**config.mk**
```make
export PLATFORM = sky130hd
export DESIGN_NAME = bsg_sdr_link_reset_sequencer
export DESIGN_NICKNAME = d
export VERILOG_FILES = /design/src/rtl/bsg_sdr_link_reset_sequencer.sv
export SDC_FILE = /design/constraint.sdc
export NUM_CORES = 1
export LEC_CHECK = 0
export CAP_MARGIN = 0
export CELL_PAD_IN_SITES_DETAIL_PLACEMENT = 2
export CELL_PAD_IN_SITES_GLOBAL_PLACEMENT = 2
export CORE_AREA = 8 8 100 75
export CTS_CLUSTER_DIAMETER = 150
export DETAILED_ROUTE_END_ITERATION = 6
export DIE_AREA = 0 0 108 83
export GPL_TIMING_DRIVEN = 0
export HOLD_SLACK_MARGIN = 0.08
export PLACE_DENSITY_LB_ADDON = 0.15
export RECOVER_POWER = 100
export SLEW_MARGIN = 0
export SYNTH_ARGS = -nofsm -noshare
export SYNTH_HDL_FRONTEND = slang
export SYNTH_SLANG_ARGS = --single-unit
```
**constraint.sdc**
```tcl
create_clock -name clk_i -period 2.55 [get_ports clk_i]
set_input_delay 0.51 -clock clk_i [delete_from_list [all_inputs] [get_ports clk_i]]
set_output_delay 0.51 -clock clk_i [all_outputs]
set_load 0.01 [all_outputs]
```
**src/rtl/bsg_sdr_link_reset_sequencer.sv**
```systemverilog
// -----------------------------------------------------------------------------
// bsg_sdr_link_reset_sequencer
//
// Brings up a group of SDR links by walking their four reset lines through a
// fixed phase order:
//   ASSERT -> TOKEN_SET -> TOKEN_CLR -> REL_UP -> REL_DOWN -> REL_DS -> DONE
// Each of the six working phases lasts H+1 cycles. H is sampled from
// hold_cycles_i when the sequence is accepted. Only the links selected by
// link_mask_i are touched. Unselected links keep whatever values they had.
//
// Optional feature: define BSG_SDR_RESET_SEQ_ABORT_EN to add abort_i. An
// abort puts the selected links back to their ASSERT values and returns to
// IDLE without a done pulse. When the macro is undefined, the port and all of
// its logic are absent.
//
// Parameters
//   num_links_p       number of SDR links sequenced
//   hold_width_p      width of the phase hold count
//
// Ports
//   clk_i             sole clock, rising edge
//   reset_n_i         synchronous active-low reset
//   start_i           request a bring-up sequence (honoured in IDLE, mask != 0)
//   abort_i           (ABORT_EN only) abandon the running sequence
//   link_mask_i       links targeted by start_i
//   hold_cycles_i     phase hold count H
//   uplink_reset_o    per-link uplink reset, active-high
//   downlink_reset_o  per-link downlink reset, active-high
//   downstream_reset_o per-link downstream reset, active-high
//   token_reset_o     per-link token reset, active-high
//   busy_o            high in every state except IDLE
//   done_o            single-cycle completion pulse
// -----------------------------------------------------------------------------
module bsg_sdr_link_reset_sequencer #(
  parameter int num_links_p  = 3,
  parameter int hold_width_p = 8
) (
  input  logic                    clk_i,
  input  logic                    reset_n_i,
  input  logic                    start_i,
`ifdef BSG_SDR_RESET_SEQ_ABORT_EN
  input  logic                    abort_i,
`endif
  input  logic [num_links_p-1:0]  link_mask_i,
  input  logic [hold_width_p-1:0] hold_cycles_i,
  output logic [num_links_p-1:0]  uplink_reset_o,
  output logic [num_links_p-1:0]  downlink_reset_o,
  output logic [num_links_p-1:0]  downstream_reset_o,
  output logic [num_links_p-1:0]  token_reset_o,
  output logic                    busy_o,
  output logic                    done_o
);

  typedef enum logic [2:0] {
    ST_IDLE,
    ST_ASSERT,
    ST_TOKEN_SET,
    ST_TOKEN_CLR,
    ST_REL_UP,
    ST_REL_DOWN,
    ST_REL_DS,
    ST_DONE
  } state_e;

  state_e                  state, state_next;
  logic [hold_width_p-1:0] cnt, cnt_next;
  logic [hold_width_p-1:0] hold, hold_next;
  logic [num_links_p-1:0]  mask, mask_next;
  logic [num_links_p-1:0]  up, up_next;
  logic [num_links_p-1:0]  down, down_next;
  logic [num_links_p-1:0]  ds, ds_next;
  logic [num_links_p-1:0]  tok, tok_next;
  logic                    phase_end;

  // The counter runs 0..H and is compared for equality rather than counted
  // down past zero. This lets H = all-ones hold for the full 2^W cycles
  // without wrapping.
  assign phase_end = (cnt == hold);

  // Next-state and next-output logic. Output values only change on a phase
  // transition, so each reset line is a pure register output.
  always_comb begin
    // NOTE: every variable gets a default before any branch so no path can
    // leave it unassigned and infer a latch.
    state_next = state;
    cnt_next   = cnt;
    hold_next  = hold;
    mask_next  = mask;
    up_next    = up;
    down_next  = down;
    ds_next    = ds;
    tok_next   = tok;

    unique case (state)
      ST_IDLE: begin
        if (start_i && (|link_mask_i)) begin
          state_next = ST_ASSERT;
          cnt_next   = '0;
          mask_next  = link_mask_i;
          hold_next  = hold_cycles_i;
          // ASSERT values are loaded on the accepting edge so they are
          // visible from the first ASSERT cycle.
          up_next    = up   | link_mask_i;
          down_next  = down | link_mask_i;
          ds_next    = ds   | link_mask_i;
          tok_next   = tok  & ~link_mask_i;
        end
      end

      ST_DONE: begin
        state_next = ST_IDLE;
      end

      default: begin
        if (phase_end) begin
          cnt_next = '0;
          case (state)
            ST_ASSERT: begin
              state_next = ST_TOKEN_SET;
              tok_next   = tok | mask;
            end
            ST_TOKEN_SET: begin
              state_next = ST_TOKEN_CLR;
              tok_next   = tok & ~mask;
            end
            ST_TOKEN_CLR: begin
              state_next = ST_REL_UP;
              up_next    = up & ~mask;
            end
            ST_REL_UP: begin
              state_next = ST_REL_DOWN;
              down_next  = down & ~mask;
            end
            ST_REL_DOWN: begin
              state_next = ST_REL_DS;
              ds_next    = ds & ~mask;
            end
            default: begin
              state_next = ST_DONE;
            end
          endcase
        end else begin
          cnt_next = cnt + hold_width_p'(1);
        end
      end
    endcase

`ifdef BSG_SDR_RESET_SEQ_ABORT_EN
    // An abort overrides everything above, including a start that arrives on
    // the same edge. The selected links fall back to their ASSERT values.
    if (abort_i && (state != ST_IDLE)) begin
      state_next = ST_IDLE;
      cnt_next   = '0;
      up_next    = up   | mask;
      down_next  = down | mask;
      ds_next    = ds   | mask;
      tok_next   = tok  & ~mask;
    end
`endif
  end

  always_ff @(posedge clk_i) begin
    // NOTE: sequential state uses non-blocking assignments, so every flop
    // samples the values from before this edge.
    if (!reset_n_i) begin
      state <= ST_IDLE;
      cnt   <= '0;
      hold  <= '0;
      mask  <= '0;
      up    <= '1;
      down  <= '1;
      ds    <= '1;
      tok   <= '0;
    end else begin
      state <= state_next;
      cnt   <= cnt_next;
      hold  <= hold_next;
      mask  <= mask_next;
      up    <= up_next;
      down  <= down_next;
      ds    <= ds_next;
      tok   <= tok_next;
    end
  end

  assign uplink_reset_o     = up;
  assign downlink_reset_o   = down;
  assign downstream_reset_o = ds;
  assign token_reset_o      = tok;
  assign busy_o             = (state != ST_IDLE);
  assign done_o             = (state == ST_DONE);

endmodule

```
==> impl_metrics.json <==
{
  "status": "finished clean",
  "p_switching_mw": 1.17,
  "synth-async-reset-ratio_pct": 0,
  "switching_share_pct": 44.6,
  "finalSetupViolCount": 0,
  "pin_count": 28,
  "critPathLaunch": "state[1]",
  "grt_first_pass_wirelength_um": 9280,
  "clkPwrFrac_pct": 16.3,
  "synthesis.area_um2": 1760,
  "drt_iter0_markers": 31,
  "yosysSeqAreaShare_pct": 38.6,
  "layout_common_cells": "45 x nand2_1, 34 x dfxtp_1, 27 x a21oi_1",
  "power_frac_comb_pct": 54.4,
  "fin_crit_sh_pct": 93.7,
  "rrSetupSlack_ns": 0.17,
  "synth.area.top_cells": "dfxtp_1 39%, nand2_1 9.4%, a21oi_1 7.1%",
  "vdd_ir_drop_max_mv": 0.394,
  "drive_gt1_share_pct": 8.00,
  "cp-endpoint": "done_o",
  "routabilityCongestion": 0.747,
  "htree_levels": 2,
  "required_ns": 2.04,
  "synthDominantCellAreaShare_pct": 38.6,
  "numCtsBuffers": 5,
  "ctsHoldBuffers": 0,
  "yosysTopAreaCell": "dfxtp_1",
  "finalPower_mw": 2.63,
  "clk_latency_ns": 0.29,
  "cts-root-buf": "clkbuf_8",
  "relSlewSlack_pct": 44.6,
  "synth_cell_types": 34,
  "core-area_um2": 5980,
  "synth-main-ff-cell": "dfxtp_1",
  "r2r.worst_path.cells": 10,
  "start_util_pct": 29.5,
  "io_buffers": 27,
  "synth-edff-count": 0,
  "cts.sinks": 34,
  "grt_max_degree": 12,
  "report.final.hold_viol_count": 0,
  "overflow": 0,
  "cp-end-kind": "output pin",
  "clockBufferDepth": 2,
  "period_needed_ns": 2.39,
  "dieArea_um2": 8960,
  "antenna_cells": 0,
  "critPathKind": "reg2out",
  "synth_seq_cells": 34,
  "max_cap_violations": 0,
  "post-dp-hpwl_um": 4370,
  "rsz0062_at_grt": "no",
  "grt.total_usage_pct": 13.0,
  "vias": 1656,
  "cts_tree": "done",
  "powerDensity_nw_per_um2": 1190,
  "drtAntennaViolNets": 0,
  "dr.pass1.iters": 4,
  "start_kind": "register",
  "cts.clk_slew.worst_paths_ns": 0.08,
  "drc_errors": 0,
  "fmax_ghz": 0.419,
  "synth_cells": 215,
  "wirelength_um": 5690,
  "routedWlPerCell_um": 17.3,
  "worst_r2r_endpoint": "cnt[7]",
  "die_w_um": 108,
  "regToRegStartpoint": "state[0]",
  "worst_slew_pin_slew_ns": 0.831,
  "fp.dieH_um": 83,
  "antenna_found_initial": 0,
  "p_int_mw": 1.46,
  "synthToLayoutAreaGrowth_pct": 25.3,
  "final_common_cell": "nand2_1",
  "hp-class": "reg2reg",
  "clock_skew_ns": 0.00733,
  "slew_violations": 0,
  "timing.hold.ws_ns": 0.472,
  "syn_avg_cell_area_um2": 8.19,
  "yosys_warnings": 0,
  "crit_path_max_fanout": 7,
  "critPathArrivalTime_ns": 1.88,
  "drt-vias-per-instance": 5.05,
  "fp-row-count": 24,
  "syn_nets": 234,
  "finalNetCount": 268,
  "tns_ns": 0,
  "leakagePower_nw": 0.829,
  "seqPwrFrac_pct": 29.2,
  "grt_pass1_vias": 1708
}
-- registers in the layout (all words and copies together) (netlist names), named ones only --
name	count
uplink_reset_o	3
downstream_reset_o	3
mask	3
state	3
cnt	8
hold	8
downlink_reset_o	3
-- power groups by stage --
| stage | clock, mW | combinational [mW] | sequential [mW] |
|---|---|---|---|
| after global placement | 0 | 1.49 | 0.780 |
| final | 0.430 | 1.43 | 0.768 |
| after CTS | 0.451 | 1.52 | 0.774 |
| after global routing | 0.481 | 1.59 | 0.788 |
| after detailed placement | 0 | 1.51 | 0.784 |
| after floorplan | 0 | 1.01 | 0.780 |
-- metrics by stage --
step           area (um^2)  setup WS (ns)  utilization, %  instances
2_1_floorplan         1760          0.698               -        215
3_3_place_gp          2130         0.0907            35.6        320
3_5_place_dp          2130         0.0565            35.6        320
4_1_cts               2220          0.105            37.2        328
5_1_grt               2210         0.0213            36.9        328
6_report              2210          0.161            36.9        328
-- critical path: stages (launching register included) --
cell and delay (ns):
dfxtp_1 0.39, ha_1 0.32, nand2_1 0.24, inv_1 0.11, clkdlybuf4s50_1 0.54
-- worst min path at each step --
stage	slack (ns)	startpoint	cells after the start	to
CTS	0.48	hold[0]	2	hold[0]
finish	0.47	hold[0]	2	hold[0]
global route	0.50	hold[0]	2	hold[0]
floorplan	0.45	hold[3]	2	hold[3]
detailed placement	0.47	hold[0]	2	hold[0]
global placement	0.46	hold[4]	2	hold[4]
-- logic make-up after synthesis --
logic type      share of synthesized area, %
compound gates                          23.9
xor+xnor                                3.98
fa+ha+maj                               3.55
buf+inv                                 6.39
flops                                   38.6
mux                                     1.70
simple gates                            21.8
-- synthesized netlist by cell type (2+ instances only) --
| library cell | instances |
|---|---|
| a31oi_1 | 4 |
| a32o_1 | 3 |
| nand4_1 | 2 |
| mux2i_1 | 3 |
| nor2b_1 | 2 |
| dfxtp_1 | 34 |
| o21ai_0 | 12 |
| nor4_1 | 3 |
| buf_2 | 2 |
| nor2_1 | 3 |
| or2_2 | 3 |
| or3b_1 | 2 |
| a21oi_1 | 25 |
| a21oi_2 | 2 |
| o211ai_1 | 4 |
| o31ai_1 | 6 |
| nand2_1 | 44 |
| xor2_1 | 8 |
| nor4_4 | 2 |
| buf_6 | 3 |
| ha_1 | 5 |
| clkbuf_1 | 6 |
| inv_1 | 10 |
| nand3_1 | 13 |
| o32ai_1 | 5 |
-- metal layers --
| metal | vias to the layer above | share of wire, % | global-route usage, % |
|---|---|---|---|
| met5 | - | 0 | 0 |
| met4 | 0 | 0.91 | 4.15 |
| met3 | 4 | 3.2 | 2.70 |
| met2 | 27 | 41 | 17.4 |
| met1 | 796 | 55 | 19.7 |
| li1 | 829 | - | - |
-- layout make-up --
type                            count  area, um^2
Buffer                             11        60.1
Timing Repair Buffer               27         269
Multi-Input combinational cell    159         958
Sequential cell                    34         681
Tap cell                           78        97.6
Clock buffer                        6        82.6
Fill cell                         696        3770
Inverter                           11        46.3
Clock inverter                      2        12.5
-- what timing repair did --
item,in CTS,in global routing
resized for setup,1,0
setup endpoints to repair,1,0
setup buffers,0,0
(Power assumes the default switching activity.)
